==> src/rtl/ps2_pkg.sv <==
// Shared constants, FSM state type and the set-2 scan-code to ASCII lookup
// used by the PS/2 ASCII decoder.
package ps2_pkg;

   localparam logic [7:0] SC_BREAK  = 8'hF0;
   localparam logic [7:0] SC_EXT    = 8'hE0;
   localparam logic [7:0] SC_LSHIFT = 8'h12;
   localparam logic [7:0] SC_RSHIFT = 8'h59;
   localparam logic [7:0] SC_CAPS   = 8'h58;

   localparam logic [7:0] ASCII_CR = 8'h0D;
   localparam logic [7:0] ASCII_BS = 8'h08;
   localparam logic [7:0] ASCII_SP = 8'h20;

   typedef enum logic [1:0] {IDLE, BRK, EXT, EXT_BRK} state_t;

   // Returns {hit, ascii}; letters are folded to uppercase when upper is set.
   function automatic logic [8:0] sc2ascii(input logic [7:0] code, input logic upper);
      logic [7:0] ch;
      logic       hit;
      hit = 1'b1;
      ch  = 8'h00;
      case (code)
         8'h16: ch = 8'h31;
         8'h1E: ch = 8'h32;
         8'h26: ch = 8'h33;
         8'h25: ch = 8'h34;
         8'h2E: ch = 8'h35;
         8'h36: ch = 8'h36;
         8'h3D: ch = 8'h37;
         8'h3E: ch = 8'h38;
         8'h46: ch = 8'h39;
         8'h45: ch = 8'h30;
         8'h1C: ch = 8'h61;
         8'h32: ch = 8'h62;
         8'h21: ch = 8'h63;
         8'h23: ch = 8'h64;
         8'h24: ch = 8'h65;
         8'h2B: ch = 8'h66;
         8'h34: ch = 8'h67;
         8'h33: ch = 8'h68;
         8'h43: ch = 8'h69;
         8'h3B: ch = 8'h6A;
         8'h42: ch = 8'h6B;
         8'h4B: ch = 8'h6C;
         8'h3A: ch = 8'h6D;
         8'h31: ch = 8'h6E;
         8'h44: ch = 8'h6F;
         8'h4D: ch = 8'h70;
         8'h15: ch = 8'h71;
         8'h2D: ch = 8'h72;
         8'h1B: ch = 8'h73;
         8'h2C: ch = 8'h74;
         8'h3C: ch = 8'h75;
         8'h2A: ch = 8'h76;
         8'h1D: ch = 8'h77;
         8'h22: ch = 8'h78;
         8'h35: ch = 8'h79;
         8'h1A: ch = 8'h7A;
         8'h29: ch = ASCII_SP;
         8'h5A: ch = ASCII_CR;
         8'h66: ch = ASCII_BS;
         default: hit = 1'b0;
      endcase
      if (upper && ch >= 8'h61 && ch <= 8'h7A) ch = ch - 8'h20;
      return {hit, ch};
   endfunction

endpackage

==> src/rtl/ps2_ascii_fifo.sv <==
// Show-ahead synchronous FIFO for decoded ASCII bytes, with a sticky
// overflow flag for pushes dropped while full.
module ps2_ascii_fifo #(
   parameter int DEPTH = 8,
   parameter int AW    = 3
) (
   input  logic       clk,
   input  logic       reset,
   input  logic       wr_en,
   input  logic [7:0] wr_data,
   input  logic       rd_en,
   output logic [7:0] dout,
   output logic       empty,
   output logic       full,
   output logic       overflow
);

   localparam int CW = AW + 1;
   localparam logic [AW:0] FULL_COUNT = CW'(DEPTH);

   logic [7:0]    mem [DEPTH];
   logic [AW-1:0] wr_ptr, rd_ptr;
   logic [AW:0]   count;
   logic          do_wr, do_rd;

   // Handshake: wr_en is a one-cycle push, accepted unless full with no pop in
   // the same cycle; rd_en pops the head and is ignored while empty.
   assign empty = (count == '0);
   assign full  = (count == FULL_COUNT);
   assign do_rd = rd_en && !empty;
   assign do_wr = wr_en && (!full || do_rd);
   assign dout  = empty ? 8'h00 : mem[rd_ptr];

   always_ff @(posedge clk) begin
      if (reset) begin
         wr_ptr   <= '0;
         rd_ptr   <= '0;
         count    <= '0;
         overflow <= 1'b0;
      end else begin
         if (do_wr) wr_ptr <= wr_ptr + AW'(1);
         if (do_rd) rd_ptr <= rd_ptr + AW'(1);
         if (do_wr && !do_rd)      count <= count + CW'(1);
         else if (do_rd && !do_wr) count <= count - CW'(1);
         if (wr_en && !do_wr) overflow <= 1'b1;
      end
   end

   always_ff @(posedge clk) begin
      if (do_wr) mem[wr_ptr] <= wr_data;
   end

endmodule

==> src/rtl/ps2_ascii_decoder.sv <==
// PS/2 set-2 byte stream to ASCII: tracks F0/E0 prefixes, Shift and Caps Lock,
// queues make events of mapped keys. Optional macro: PS2_TYPEMATIC_FILTER_EN.
module ps2_ascii_decoder
   import ps2_pkg::*;
#(
   parameter int FIFO_DEPTH = 8
) (
   input  logic       clk,
   input  logic       reset,
   input  logic [7:0] scan_code,
   input  logic       scan_valid,
   input  logic       rd_en,
   output logic [7:0] dout,
   output logic       empty,
   output logic       full,
   output logic       overflow,
   output logic       shift_o,
   output logic       caps_o
);

   localparam int FIFO_AW = $clog2(FIFO_DEPTH);

   state_t     state, state_nxt;
   logic       lshift, lshift_nxt;
   logic       rshift, rshift_nxt;
   logic       caps, caps_nxt;
   logic       wr_q, wr_nxt;
   logic [7:0] data_q, data_nxt;
   logic [8:0] lookup;
   logic       repeat_make;

`ifdef PS2_TYPEMATIC_FILTER_EN
   logic [7:0] last_make, last_nxt;
   assign repeat_make = (scan_code == last_make);
`else
   assign repeat_make = 1'b0;
`endif

   assign lookup  = sc2ascii(scan_code, (lshift | rshift) ^ caps);
   assign shift_o = lshift | rshift;
   assign caps_o  = caps;

   always_comb begin
      state_nxt  = state;
      lshift_nxt = lshift;
      rshift_nxt = rshift;
      caps_nxt   = caps;
      wr_nxt     = 1'b0;
      data_nxt   = data_q;
`ifdef PS2_TYPEMATIC_FILTER_EN
      last_nxt   = last_make;
`endif
      if (scan_valid) begin
         case (state)
            IDLE: begin
               if (scan_code == SC_BREAK) state_nxt = BRK;
               else if (scan_code == SC_EXT) state_nxt = EXT;
               else begin
`ifdef PS2_TYPEMATIC_FILTER_EN
                  last_nxt = scan_code;
`endif
                  if (!repeat_make) begin
                     if (scan_code == SC_LSHIFT)      lshift_nxt = 1'b1;
                     else if (scan_code == SC_RSHIFT) rshift_nxt = 1'b1;
                     else if (scan_code == SC_CAPS)   caps_nxt   = ~caps;
                     else if (lookup[8]) begin
                        wr_nxt   = 1'b1;
                        data_nxt = lookup[7:0];
                     end
                  end
               end
            end
            BRK: begin
               state_nxt = IDLE;
               if (scan_code == SC_LSHIFT) lshift_nxt = 1'b0;
               if (scan_code == SC_RSHIFT) rshift_nxt = 1'b0;
`ifdef PS2_TYPEMATIC_FILTER_EN
               if (scan_code == last_make) last_nxt = 8'h00;
`endif
            end
            // Extended keys are unmapped: their make and break bytes are swallowed.
            EXT:     state_nxt = (scan_code == SC_BREAK) ? EXT_BRK : IDLE;
            EXT_BRK: state_nxt = IDLE;
            default: state_nxt = IDLE;
         endcase
      end
   end

   always_ff @(posedge clk) begin
      if (reset) begin
         state  <= IDLE;
         lshift <= 1'b0;
         rshift <= 1'b0;
         caps   <= 1'b0;
         wr_q   <= 1'b0;
         data_q <= 8'h00;
`ifdef PS2_TYPEMATIC_FILTER_EN
         last_make <= 8'h00;
`endif
      end else begin
         state  <= state_nxt;
         lshift <= lshift_nxt;
         rshift <= rshift_nxt;
         caps   <= caps_nxt;
         wr_q   <= wr_nxt;
         data_q <= data_nxt;
`ifdef PS2_TYPEMATIC_FILTER_EN
         last_make <= last_nxt;
`endif
      end
   end

   ps2_ascii_fifo #(
      .DEPTH (FIFO_DEPTH),
      .AW    (FIFO_AW)
   ) u_fifo (
      .clk      (clk),
      .reset    (reset),
      .wr_en    (wr_q),
      .wr_data  (data_q),
      .rd_en    (rd_en),
      .dout     (dout),
      .empty    (empty),
      .full     (full),
      .overflow (overflow)
   );

endmodule

==> config.mk <==
export PLATFORM = sky130hd
export DESIGN_NAME = ps2_ascii_decoder
export DESIGN_NICKNAME = d
export VERILOG_FILES = /design/src/rtl/ps2_pkg.sv /design/src/rtl/ps2_ascii_fifo.sv /design/src/rtl/ps2_ascii_decoder.sv
export SDC_FILE = /design/constraint.sdc
export NUM_CORES = 1
export LEC_CHECK = 0
export ABC_AREA = 0
export CORE_MARGIN = 1.5
export CORE_UTILIZATION = 60
export DETAILED_ROUTE_END_ITERATION = 8
export PLACE_DENSITY = 0.85
export SETUP_SLACK_MARGIN = 0.2
export SYNTH_ARGS = -nofsm -noshare
export SYNTH_HDL_FRONTEND = slang
export SYNTH_SLANG_ARGS = --single-unit
==> constraint.sdc <==
create_clock -name clk -period 3.4 [get_ports clk]
set_input_delay 0.68 -clock clk [delete_from_list [all_inputs] [get_ports clk]]
set_output_delay 0.68 -clock clk [all_outputs]
set_load 0.1 [all_outputs]
Word-level counts from Yosys, hierarchy flattened
Memory sizes are Yosys's and may differ from the RTL's. A register that Yosys moved wholly into a read port is not among the register bits.
Index checks and enable logic that the tools add are counted.
{"block": "classes", "order_cmp": 2, "bitwise": 10, "n_eq_ne": 56, "reduce_logical": 24, "addsub": 5, "mux": 26}
{"operator": "7-bit case mux with 39 select lines", "count": 1}
{"operator": "8-bit by 6-bit == test with 1-bit output, second input constant", "count": 23}
{"operator": "8-bit by 7-bit == test with 1-bit output, second input constant", "count": 11}
{"operator": "8-bit by 5-bit == test with 1-bit output, second input constant", "count": 8}
{"operator": "39-bit OR reduction", "count": 1}
{"operator": "8-bit == test, second input constant", "count": 2}
{"operator": "8-bit 2-to-1 mux", "count": 2}
{"operator": "2-bit != test, second input constant", "count": 7}
{"operator": "7-bit AND reduction", "count": 2}
{"operator": "1-bit 2-to-1 mux", "count": 13}
{"operator": "8-bit by 7-bit >= comparator with 1-bit output, second input constant", "count": 1}
{"operator": "8-bit by 7-bit <= comparator with 1-bit output, second input constant", "count": 1}
{"operator": "4-bit 2-to-1 mux", "count": 2}
{"operator": "1-bit inverter", "count": 8}
{"operator": "8-bit AND reduction", "count": 1}
{"operator": "8-bit OR reduction", "count": 1}
{"operator": "8-bit by 6-bit subtractor with 8-bit output, second input constant", "count": 1}
{"operator": "1-bit logical AND", "count": 7}
{"operator": "3-bit by 1-bit adder with 3-bit output, second input constant", "count": 2}
{"operator": "2-bit 2-to-1 mux", "count": 3}
{"operator": "3-bit 2-to-1 mux", "count": 2}
{"operator": "2-bit case mux with 3 select lines", "count": 1}
{"operator": "6-bit AND reduction", "count": 1}
{"operator": "4-bit by 1-bit adder with 4-bit output, second input constant", "count": 1}
{"operator": "other kinds (15)", "count": 21}
{"block": "word_totals", "output_inout_bits": 13, "mem_bits_rw": 64, "mem_count": 1, "word_cells": 134, "ff_bits": 25, "in_bits": 12}
{"name": "u_fifo.mem", "words": 8, "word_bits": 8, "read_ports": 1, "rd_ports_with_merged_regs": 1, "write_ports": 1, "line_no": "ps2_ascii_fifo.sv:21", "source": "logic [7:0] mem [DEPTH];"}

Logic depth before layout (Yosys ltp)
Gate-level depths: netlist of run 1.
{"block": "logic_depth", "depth_word": 9, "depth_mapped": 12, "depth_no_buf": 11}

By module
Synthesis of run 1 repeated with hierarchy kept, for this count alone.
{"block": "unflattened", "hier_cells": 386, "area_unflattened_um2": 4720.8}
{"mod": "ps2_ascii_fifo", "area_each_um2": 3128.0, "cells_per_inst": 178, "n_inst": 1, "seq_area_each_um2": 2202.1}
{"mod": "ps2_ascii_decoder", "area_each_um2": 1592.8, "cells_per_inst": 208, "n_inst": 1, "seq_area_each_um2": 280.3}

Worst setup path before layout of run 1
No wires, ideal clock.
{"block": "synth_path", "kind": "reg2out", "from": "reg (tool-made name)", "to": "out dout[1]", "stages_incl_launch_ff": 6, "slack_ns": -0.149, "arrival_ns": 2.869, "path_buffers": 2, "t_required_ns": 2.720, "cell_sequence": "dfxtp_1 > clkbuf_1 > buf_1 > mux4_2 > mux2i_1 > nor2_1"}
{"item": "end, declared", "line_no": "ps2_ascii_decoder.sv:13", "source": "output logic [7:0] dout,"}

Worst setup path after layout of run 1
{"block": "layout_path", "from": "in scan_code[7]", "to": "reg data_q[6]"}
{"block": "layout_via", "elab_chain_cells": 6, "word_cells_on_any_way": 59, "classes_between": "add/sub: 1; order compare: 2; eq/ne: 44; mux: 3; bitwise: 5; reduce/logical: 4"}
{"item": "start, declared", "line_no": "ps2_ascii_decoder.sv:10", "source": "input logic [7:0] scan_code,"}
{"item": "8-bit by 7-bit == test with 1-bit output, or another cell as far along", "line_no": "ps2_pkg.sv:23", "source": "case (code)"}
{"item": "7-bit case mux with 39 select lines", "line_no": "ps2_pkg.sv:23"}
{"item": "8-bit by 7-bit >= comparator with 1-bit output", "line_no": "ps2_pkg.sv:65", "source": "if (upper && ch >= 8'h61 && ch <= 8'h7A) ch = ch - 8'h20;"}
{"item": "1-bit logical AND (2 in a row)", "line_no": "ps2_pkg.sv:65"}
{"item": "8-bit 2-to-1 mux", "line_no": "ps2_pkg.sv:65"}
{"item": "end signal, assigned", "line_no": "ps2_ascii_decoder.sv:106", "source": "data_q <= data_nxt;"}
{"item": "end, declared", "line_no": "ps2_ascii_decoder.sv:28", "source": "logic [7:0] data_q, data_nxt;"}
Parallel ways exist; a longest one is shown, timed or not.
A chain may end at the register's enable or synchronous reset.

==> results.md, run 1 <==
- Crit path max fanout: 2
- Maximum clock rate: 328 MHz
- # hold bufs at CTS: 0
- Buf/Inv on CP: 1
- Fin. Hold Viols: 0
- Die height: 91.3 µm
- Routability congestion estimate: 1.01
- DRT antenna net count: 0
- Clock Skew: 0.0211 ns
- CP top delay family: simple AND/OR/NAND/NOR gates
- Site row count: 32
- R2R Setup Slk: 0.53 ns
- Cell Count, Final, Fillers Out: 572
- Grt met1 use: 32.4%
- Initial DRC Count: 258
- Total wire length: 11.1 mm
- Status: finished, final reports clean
- Post-CTS Setup Bufs: 0
- Fin crit period: 3.05 ns
- Vias in the first global route: 3,482
- Post-DP HPWL: 8.09 mm
- Routed vias/inst: 6.26
- Tot GR Track Use: 27.8%
- Synth warn: 0
- Largest net degree at the start of global routing: 29
- H-Tree Level Count: 3
- Final #Nets: 484
- Ratio of cells with drive above 1 in the final layout: 24.7%
- Setup TNS: 0 ns
- Leakage power: 2.00 nW
- Clk pin slew, worst setup/hold paths: 0.10 ns
- Dominant synthesized flop cell: edfxtp_1
- Clock tree sinks: 92
- Global Route met2 Usage: 50.4%
- Crit start category: input pin
- First-pass GRT wire length: 17.6 mm
- Seq cells post-synth: 92
- Setup Viol. Count Final: 0
- Worst-margin pin slew: 0.958 ns
- Core region area: 7650 µm²
- Io pins: 25
- Worst Setup Path Type: in -> reg
- Initial Utilization: 61.1%
- Max-slew violations: 0
- Critical Path Max Stage Delay: 0.56 ns
- Max Cap Viol: 0
- Most heavily used metal layer in global routing: met2
- Crit-path cells: clkdlybuf4s50_1 > or4b_1 > or4_1 > o311a_1 > and3_4 > and3_1 > ha_1 > nand2_1 > a31oi_1 > o311ai_1
- Rel. slew slack: 35.9%
- Initial DRT Pass Iterations: 7
- PwrDens: 637 nW/µm²
- RSZ-0062 raised after global routing: no
- P&R area growth vs syn: 18.9%
- CTS tree: done
- Slowest cell on the critical path: or4b_1
- Post-synthesis cell area: 4670 µm²
- Fin crit share: 89.6%
- Port bufs: 24
- Clock Latency Late Sink: 0.36 ns
- Cell count after placement: 556
- Syn_nets: 423
- CTS Buf Count: 9
- GRT met3 Usage: 3.77%
- Total number of vias: 3,582
- CP Capture Type: flip-flop
- Mapped Cells: 404
- Die width: 91.3 µm
- Overflow after GRT: 0
- WP data arrival: 3.30 ns
- Die Area: 8330 µm²
- N_diodes: 0
- Number of distinct library cells after synthesis: 68
- Initial antenna violation count: 0
- Critical Path RT: 3.65 ns
- WL/cell: 19.4 µm
- Worst VDD drop: 0.334 mV
- Async set-reset flop share out of synthesis: 0%
- Root buffer cell: clkbuf_8
- Clock buffer depth: 2
- Syn_area_per_cell: 11.6 µm²
- EDFF count, synth: 64
- Register area share after synthesis: 53.1%
- Detailed-route DRC error count: 0
- Hold Path Class: reg -> reg
==> worst paths after layout <==
path                           startpoint                            to  cells after the start
max                          scan_code[7]        data_q[6]$_SDFFE_PP0P_                     10
min          u_fifo.overflow$_SDFFE_PP0P_  u_fifo.overflow$_SDFFE_PP0P_                      2
max reg2reg  u_fifo.count[0]$_SDFFE_PP0P_  u_fifo.count[3]$_SDFFE_PP0P_                     11
min reg2reg  u_fifo.overflow$_SDFFE_PP0P_  u_fifo.overflow$_SDFFE_PP0P_                      2
==> stage by stage <==
step	utilization (%)	hold slack, ns	total power, mW	instance area (µm²)	setup slack, ns
floorplan	-	0.450	2.48	4690	0.212
global placement	69.8	0.454	2.76	5340	0.0532
detailed placement	69.8	0.482	2.82	5340	0.00962
CTS	72.5	0.504	3.54	5540	0.215
global route	72.7	0.545	3.66	5560	0.251
finish	72.7	0.507	3.54	5560	0.352
==> per-layer routing <==
metal	wire, µm	vias to the layer above
li1	-	1660
met2	5940	144
met5	0	-
met3	602	28
met1	4200	1750
met4	385	0
==> Yosys cell counts, types with 2 or more instances <==
cell type  instances  area [µm²]
xor2_1             7        61.3
edfxtp_1          64        1920
a31oi_1            3        18.8
and3_1             2        12.5
ha_1               6        75.1
mux4_2            16         360
o21ai_0           11        55.1
or4_1              3        22.5
buf_1              6        22.5
nor2_1            45         169
nand2_1           26        97.6
a22oi_1            5        37.5
o2111ai_1          2        17.5
or4b_1             2        20.0
o32ai_1            3        26.3
o211ai_1           2        15.0
xnor2_1            3        26.3
nand4_1            7        43.8
dfxtp_1           28         561
or2_2              2        12.5
o311ai_1           2        17.5
buf_6              2        22.5
mux2i_1           16         160
nor2b_1            9        56.3
a32oi_1            2        17.5
o2bb2ai_1          2        17.5
nand3b_1           3        22.5
nor4bb_1           3        30.0
inv_1              9        33.8
o22ai_1            2        12.5
o31ai_1            2        15.0
nor3_1            10        50.1
nor3b_1            2        15.0
a21oi_1           20         100
nor4_1             6        37.5
a41o_1             2        20.0
nand3_1            5        25.0
clkbuf_1          22        82.6
nand2b_1          10        62.6
a211oi_1           4        30.0
==> layout by cell type, fill, tap and decap left out, types with 3 or more instances in the layout <==
master / netlist / layout
xor2_1: 7 / 7
nor4bb_1: 3 / 3
nand2b_1: 10 / 10
mux4_2: 16 / 16
nand4_1: 7 / 7
inv_1: 9 / 9
xnor2_1: 3 / 3
nand2_1: 26 / 26
or4_1: 3 / 3
nor2_2: 0 / 4
a22oi_1: 5 / 5
nor3_1: 10 / 10
a31oi_1: 3 / 3
nand3_1: 5 / 5
clkdlybuf4s50_1: 0 / 12
a211oi_1: 4 / 4
clkbuf_8: 0 / 10
o32ai_1: 3 / 3
a21oi_1: 20 / 20
buf_4: 0 / 68
nand3b_1: 3 / 3
o21ai_0: 11 / 10
edfxtp_1: 64 / 64
nor2b_1: 9 / 9
ha_1: 6 / 6
dfxtp_1: 28 / 28
nor4_1: 6 / 5
mux2i_1: 16 / 16
nor2_1: 45 / 41
==> area by class of cell <==
cell class | instances | area [µm²]
Tap cell | 102 | 128
Timing Repair Buffer | 81 | 651
Clock buffer | 10 | 138
Sequential cell | 92 | 2480
Multi-Input combinational cell | 271 | 2050
Clock inverter | 6 | 68.8
Fill cell | 486 | 2090
Inverter | 10 | 37.5
==> kinds of logic after synthesis <==
kind of cell               share of synthesized area, %
and+or+nand+nor                                    17.3
DFF                                                53.1
AOI/OAI and AO/OA                                  10.6
buffers and inverters                              3.64
muxes                                              11.5
xor gates and xnor gates                           1.87
adders and majority gates                          2.03
==> tightest hold or removal path: stages, from the launching register on <==
cell	delay, ns
dfxtp_1	0.35
a21oi_1	0.05
nor2_1	0.08
==> state kept, by name (all words and copies together) (netlist names), named ones only <==
signal	flops
rshift	1
data_q	8
u_fifo.mem	64
u_fifo.count	4
u_fifo.rd_ptr	3
wr_q	1
caps_o	1
state	2
lshift	1
u_fifo.overflow	1
u_fifo.wr_ptr	3
==> report_power, final <==
group          internal (mW)  switching [mW]  leakage [nW]
Sequential              1.23          0.0703         0.848
Clock                  0.365           0.376         0.103
Combinational          0.457            1.04          1.05
Total                   2.06            1.48          2.00
==> timing repair <==
item | 4_1_cts | 5_1_grt
endpoints found under the setup margin | 0 | 1
endpoints found under the hold margin | 0 | 0
gates resized for setup | 0 | 4
Power figures use the tool's default switching activity.
==> run 2, diff against run 1 <==
- PLACE_DENSITY: 0.85 -> default
- PLACE_DENSITY_LB_ADDON: default -> 0.2
==> results.md, run 2 (same netlist as run 1, synthesis figures left out) <==
- Status: finished, final reports clean
- Clock Skew: 0.0153 ns
- Setup Viol. Count Final: 0
- Worst Hold Margin: 0.486 ns
- Cell count after placement: 551
- Max-slew violations: 0
- Worst Setup Path Type: in -> reg
- Worst-margin pin slew: 0.959 ns
- Finished Cell Area: 5500 µm²
- Core region area: 7650 µm²
- P&R area growth vs syn: 17.7%
- CTS tree: done
- Die Area: 8330 µm²
- Final #Nets: 479
- Critical Path Start: scan_code[6]
- Max Cap Viol: 0
- Crit path max fanout: 15
- Tot GR Track Use: 25.7%
- Ratio of cells with drive above 1 in the final layout: 23.7%
- Reg2reg start: u_fifo.count[0]$_SDFFE_PP0P_
- Initial DRT Pass Iterations: 5
- Vias in the first global route: 3,321
- Critical Path RT: 3.66 ns
- Biggest regs: u_fifo.mem (64), data_q (8), u_fifo.count (4)
- Fin crit share: 92.6%
- Overflow after GRT: 0
- Site row count: 32
- Total wire length: 10.4 mm
- Maximum clock rate: 318 MHz
- Clock buffer depth: 2
- Port bufs: 24
- Fin. Hold Viols: 0
- Hold Path Class: reg -> reg
- Largest net degree at the start of global routing: 28
- Routability congestion estimate: 0.993
- Most frequent cells in the layout: edfxtp_1, buf_4, nor2_1
- CTS Buf Count: 9
- Fin crit period: 3.15 ns
- H-Tree Level Count: 3
- Commonest non-fill, non-tap cell in the layout: edfxtp_1
- Clock Latency Late Sink: 0.35 ns
- Die height: 91.3 µm
- Largest register FFs: 64
- N_diodes: 0
- Initial DRC Count: 149
- Root buffer cell: clkbuf_8
- Clk pin slew, worst setup/hold paths: 0.09 ns
- DRT antenna net count: 0
- WP data arrival: 3.41 ns
- Crit start category: input pin
- Io pins: 25
- Setup TNS: 0 ns
- Hold Startpoint: u_fifo.overflow$_SDFFE_PP0P_
- Worst VDD drop: 0.289 mV
- PwrDens: 635 nW/µm²
- Routed vias/inst: 6.08
- Initial antenna violation count: 0
- Rel. slew slack: 35.9%
- Top reg by flops: u_fifo.mem
- Post-DP HPWL: 7.88 mm
- Die width: 91.3 µm
- CP Capture Type: flip-flop
- DP Area: 5300 µm²
- Initial Utilization: 61.1%
- Detailed-route DRC error count: 0
- Leakage power: 1.96 nW
- WL/cell: 18.3 µm
- Clock tree sinks: 92
- RSZ-0062 raised after global routing: no
- Cell Count, Final, Fillers Out: 567
- Total number of vias: 3,449
- First-pass GRT wire length: 16.3 mm
-- run 2: cell count changes in the layout (fill, tap and decap cells not counted), sizes merged --
| cell | previous run | this run |
|---|---|---|
| clkinvlp | 1 | 2 |
| buf | 69 | 64 |
| clkinv | 3 | 2 |
-- run 2: routing by layer --
metal	vias to the layer above	share of wire [%]	global-route usage, %
met2	107	52	45.3
met1	1660	41	30.1
met4	0	3.8	13.8
met3	25	3.3	3.85
li1	1657	-	-
met5	-	0	0
-- run 2: final timing paths --
| path | endpoint | slack (ns) | cells after the start |
|---|---|---|---|
| setup / recovery | data_q[2]$_SDFFE_PP0P_ | 0.25 | 9 |
| hold / removal | u_fifo.overflow$_SDFFE_PP0P_ | 0.49 | 2 |
| hold reg to reg | u_fifo.overflow$_SDFFE_PP0P_ | 0.49 | 2 |
| setup reg to reg | u_fifo.count[3]$_SDFFE_PP0P_ | 0.41 | 11 |
-- run 2: cell type report --
class	instances	area, µm²
repair buffers	76	613
fillers	539	2150
clock buffers	10	128
well taps	102	128
flip-flops and latches	92	2480
clock inverters	6	71.3
inverters	10	37.5
multi-input cells	271	2040
-- run 2: power breakdown --
part           internal, mW  switching [mW]
Clock                 0.347           0.374
Combinational         0.453            1.02
Sequential             1.23          0.0641
Total                  2.03            1.46
-- run 2: what timing repair did --
item | CTS | global route
endpoints found under the hold margin | 0 | 0
buffers inserted | 0 | 0
hold buffers | 0 | 0
resized for setup | 0 | 2
setup endpoints to repair | 0 | 1
-- run 2: per-stage QoR --
stage / setup WS [ns] / util, % / power, mW
6_report: 0.253 / 71.9 / 3.49
5_1_grt: 0.204 / 71.9 / 3.63
4_1_cts: 0.242 / 71.9 / 3.51
3_5_place_dp: -0.0557 / 69.3 / 2.80
3_3_place_gp: -0.0180 / 69.3 / 2.76
2_1_floorplan: 0.212 / - / 2.48
-- run 2: worst max-delay path, cell delays in order --
cell	delay, ns
clkdlybuf4s50_1	0.41
buf_4	0.19
or4b_1	0.60
buf_4	0.19
nor4_1	0.51
or4_1	0.29
a31o_1	0.18
buf_4	0.17
mux2i_1	0.18
==> run 3, diff against run 2 <==
- SKIP_CTS_REPAIR_TIMING: default -> 1
==> results of run 3 <==
Final layout, timing and power as in run 2 (identical DEF).
==> RTL edit 1: new RTL, flow settings as in run 2 <==
Make the reset (`reset`) asynchronous in 2 clocked blocks.
--- a/src/rtl/ps2_ascii_fifo.sv
+++ b/src/rtl/ps2_ascii_fifo.sv
@@ -33,3 +33,3 @@
 
-   always_ff @(posedge clk) begin
+   always_ff @(posedge clk or posedge reset) begin
       if (reset) begin
--- a/src/rtl/ps2_ascii_decoder.sv
+++ b/src/rtl/ps2_ascii_decoder.sv
@@ -88,3 +88,3 @@
 
-   always_ff @(posedge clk) begin
+   always_ff @(posedge clk or posedge reset) begin
       if (reset) begin
Function: differs if reset is asserted again (counterexample within 4 cycles, from zero or initial values and one cycle with reset high); with reset held inactive, the same outputs for 4 cycles.
==> RTL edit 1 against run 2 <==
- design area down 1.3%
- power up 12%
- sequential cell count is 3 lower
- area after synthesis grew 1.1%
- non-clock buffer count down 17
- wire length is 4.7% higher
- via count down 5.5%
- largest power group unchanged
- register-to-register slack improved by 0.20 ns
- worst setup slack better by 0.20 ns
- clock skew grew 0.0071 ns
- hold slack worse by 0.014 ns
- critical path type is now flip-flop to output port
==> RTL edit 1: results (changes against run 2) <==
layout cells sized above 1 0.247 (+0.00995); Vias per Instance 6.13 (+0.74%); Resized Gates After CTS 0 (unchanged); clk slew on worst S/H paths 0.11 ns (+0.02 ns); data arrival time of the critical path 2.27 ns (-1.14 ns); dpl hpwl 8.07 mm (+2.4%); CP delay by family, top multiplexers; largest net degree at the start of global routing 34 (+21%); GP Congestion 0.946 (-4.7%); clk_skew 0.0224 ns (+0.00712 ns); register area share after synthesis 0.539 (+0.00786); initial antenna violation count 0 (unchanged); Yosys cell types 69 (+1.5%); global-route wire length before repair 17.5 mm (+7.2%); IO Port Bufs 24 (unchanged); Clock Tree Root clkbuf_8; synth cell count leaders edfxtp_1, nor2_1, nand2_1; status finished, final reports clean; vias in the first global route 3327 (+0.18%); Detailed Routing Iterations Pass 1 4 (-1); EDFF count, synth 64 (unchanged); max cap viols 0 (unchanged); Synth area leaders edfxtp_1, dfrtp_1, mux4_2, nor2_1, nand2_1; Worst-Skew Late Latency 0.36 ns; Final nets 444 (-7.3%); leakage 2.01 nW (+2.6%); DRT iter0 DRCs 199 (+34%); Mapped Nets 399 (-5.7%); crit path max-delay cell type mux4_2; Worst VDD drop 0.308 mV (+6.5%); CTS max path bufs 2 (unchanged); main flop type after synthesis edfxtp_1; total wire length 10.8 mm (+4.7%); Post-Layout Cell Count 532 (-6.2%); Total GRT Usage 0.279 (+0.0220); CP max FO 14 (-1); post-synthesis cell count 380 (-5.9%); max incr delay on CP 0.55 ns (-0.05 ns); n_diodes 0 (unchanged); placed insts 516 (-6.4%); asr flop ratio synth 0.281 (+0.281); Setup Buffers After CTS 0 (unchanged); Worst slew margin 0.321 (-0.0379)
RTL edit 1: report_power, final:
part	total [mW]	internal, mW	switching (mW)	leakage [nW]
clock	0.697	0.304	0.393	0.0977
combinational	1.71	0.560	1.15	1.01
sequential	1.49	1.29	0.199	0.907
RTL edit 1: layer usage:
metal	up-vias	global-route usage	routed length (um)	part of all wire
li1	1536	-	-	-
met1	1602	0.324	4340	0.40
met2	105	0.519	5890	0.54
met3	17	0.0464	356	0.033
met4	0	0.100	251	0.023
met5	-	0	0	0
RTL edit 1: path summary, 6_finish.rpt:
check / cells past startpoint / slack [ns] / to / start
setup / recovery: 5 / 0.45 / dout[1] / u_fifo.rd_ptr[0]
hold / removal: 1 / 0.47 / u_fifo.overflow / wr_q
setup reg to reg: 12 / 0.61 / u_fifo.count[3] / u_fifo.count[0]
hold reg to reg: 1 / 0.47 / u_fifo.overflow / wr_q
max in group asynchronous: 2 / 1.91 / data_q[1] / reset
min in group asynchronous: 2 / 0.86 / u_fifo.overflow / reset
RTL edit 1: stage by stage:
step	power (mW)	worst slack, ns	area [um^2]	utilization	hold WS (ns)
global placement	3.15	0.0830	5230	0.681	0.444
floorplan	2.83	0.0267	4730	-	0.443
detailed placement	3.23	0.123	5230	0.681	0.449
finish	3.90	0.449	5430	0.706	0.472
CTS	3.92	0.395	5430	0.706	0.479
global route	4.06	0.266	5430	0.706	0.494
RTL edit 1: kinds of logic (layout without fill, tap and decap cells):
family                   after synthesis  in the layout  synth area share
AO/OA/AOI/OAI                         68             68             0.101
XOR/XNOR                              13             13            0.0241
adder cells (fa/ha/maj)                7              7            0.0201
buffers and inverters                 35             85            0.0360
flip-flops                            89             89             0.539
multiplexers                          30             30             0.107
AND/OR/NAND/NOR                      138            138             0.173
RTL edit 1: worst register-to-register path, cell delays in order, from the launching register on:
cell	delay (ns)
dfrtp_1	0.47
nor3_1	0.21
nand2_1	0.13
o21ai_0	0.34
inv_1	0.18
ha_1	0.25
inv_1	0.13
ha_1	0.26
a21o_1	0.19
a21oi_1	0.17
xnor2_1	0.14
nor2_1	0.08
xor2_1	0.15
RTL edit 1: cell type report:
class | instances | area (um^2)
timing repair buffer | 59 | 498
multi-input combinational | 256 | 2020
inverter | 10 | 37.5
tap | 102 | 128
sequential | 89 | 2550
clock buffer | 10 | 138
fill | 552 | 2260
clock inverter | 6 | 56.3
==> RTL edit 2: new RTL, flow settings as in run 2 <==
Without the edit above. Change the parameter `FIFO_DEPTH` from 8 to 4.
--- a/src/rtl/ps2_ascii_decoder.sv
+++ b/src/rtl/ps2_ascii_decoder.sv
@@ -5,3 +5,3 @@
 #(
-   parameter int FIFO_DEPTH = 8
+   parameter int FIFO_DEPTH = 4
 ) (
Formal check against the unedited RTL: not equivalent (Yosys sat finds a counterexample within 10 cycles, from zero or initial values and one cycle with reset high).
==> RTL edit 2 against run 2 <==
- worst setup slack gained 0.22 ns
- non-clock buffer count fell by 28
- die area fell by 31%
- global-route usage fell by 0.075 points
- design area down 33%
- area after synthesis down 32%
- count of clock-buffer cells in the layout fell by 5
- clock skew shrank 0.0082 ns
- sequential cell count down 36
- sequential power fell by 40%
- wire length down 33%
- hold slack worse by 0.013 ns
- power shrank 40%
- combinational power fell by 36%
==> RTL edit 2: results (changes against run 2) <==
status finished, final reports clean; asr flop ratio synth 0 (unchanged); WL met1 2.97 mm (-31%); Hold Crit Endpoint state[1]; Yosys cell types 70 (+2.9%); dpl hpwl 5.33 mm (-32%); routed wl met2 3.49 mm (-35%); data arrival time of the critical path 3.13 ns (-0.28 ns); placed insts 401 (-27%); Hold Worst Slack 0.473 ns (-0.0133 ns); # fillers 386 (-28%); DRT iter0 DRCs 168 (+13%); total power draw 2.10 mW (-40%); register area share after synthesis 0.451 (-0.0796); crit path max-delay cell type clkdlybuf4s50_1; Worst Setup SP scan_code[1]; mean routed wirelength per cell 17.1 um (-6.7%); met3 track demand over resource 0.0434 (+0.00485); routed wl met3 355 um (+4.1%); vias in the first global route 2459 (-26%); reg-to-reg critical path endpoint u_fifo.count[2]; Worst slew margin 0.346 (-0.0124); global-route wire length before repair 11.7 mm (-28%); layout cells sized above 1 0.195 (-0.0419); max incr delay on CP 0.72 ns (+0.12 ns); largest net degree at the start of global routing 27 (-3.6%); Final nets 357 (-25%); CP max FO 13 (-2); Seq. pwr 786 uW (-40%); leakage 1.36 nW (-30%); Reg2Reg Setup Slack 0.93 ns (+0.52 ns); min-delay src state[1]; Worst-Skew Late Latency 0.31 ns (-0.04 ns); M2 GR Usage 0.459 (+0.00672); Clock group 374 uW (-48%); H-tree levels 2 (-1); placed cell area 3580 um^2 (-32%); met1 global-route usage 0.308 (+0.00753); Total GRT Usage 0.256 (-0.000752); Post-Layout Cell Count 409 (-28%); GP Congestion 0.910 (-8.3%); fraction of power spent switching nets 0.452 (+0.0347)
## RTL edit 2: area by class of cell
type	instances	share of cell area
Clock buffer	5	0.0187
Clock inverter	3	0.00748
Inverter	9	0.00918
Multi-Input combinational cell	218	0.440
Sequential cell	56	0.392
Tap cell	70	0.0238
Timing Repair Buffer	48	0.109
## RTL edit 2: metrics by stage
stage	util	setup slack, ns
2_1_floorplan	-	0.326
3_3_place_gp	0.702	0.188
3_5_place_dp	0.702	0.155
4_1_cts	0.720	0.469
5_1_grt	0.720	0.317
6_report	0.720	0.477
## RTL edit 2: worst register-to-register path, stage by stage, from the launching register on
cell and delay (ns):
dfxtp_1 0.37, or3_1 0.57, nand2_1 0.20, ha_1 0.21
inv_1 0.06, fa_1 0.38, xor2_1 0.18, or3_1 0.31
a21oi_1 0.14
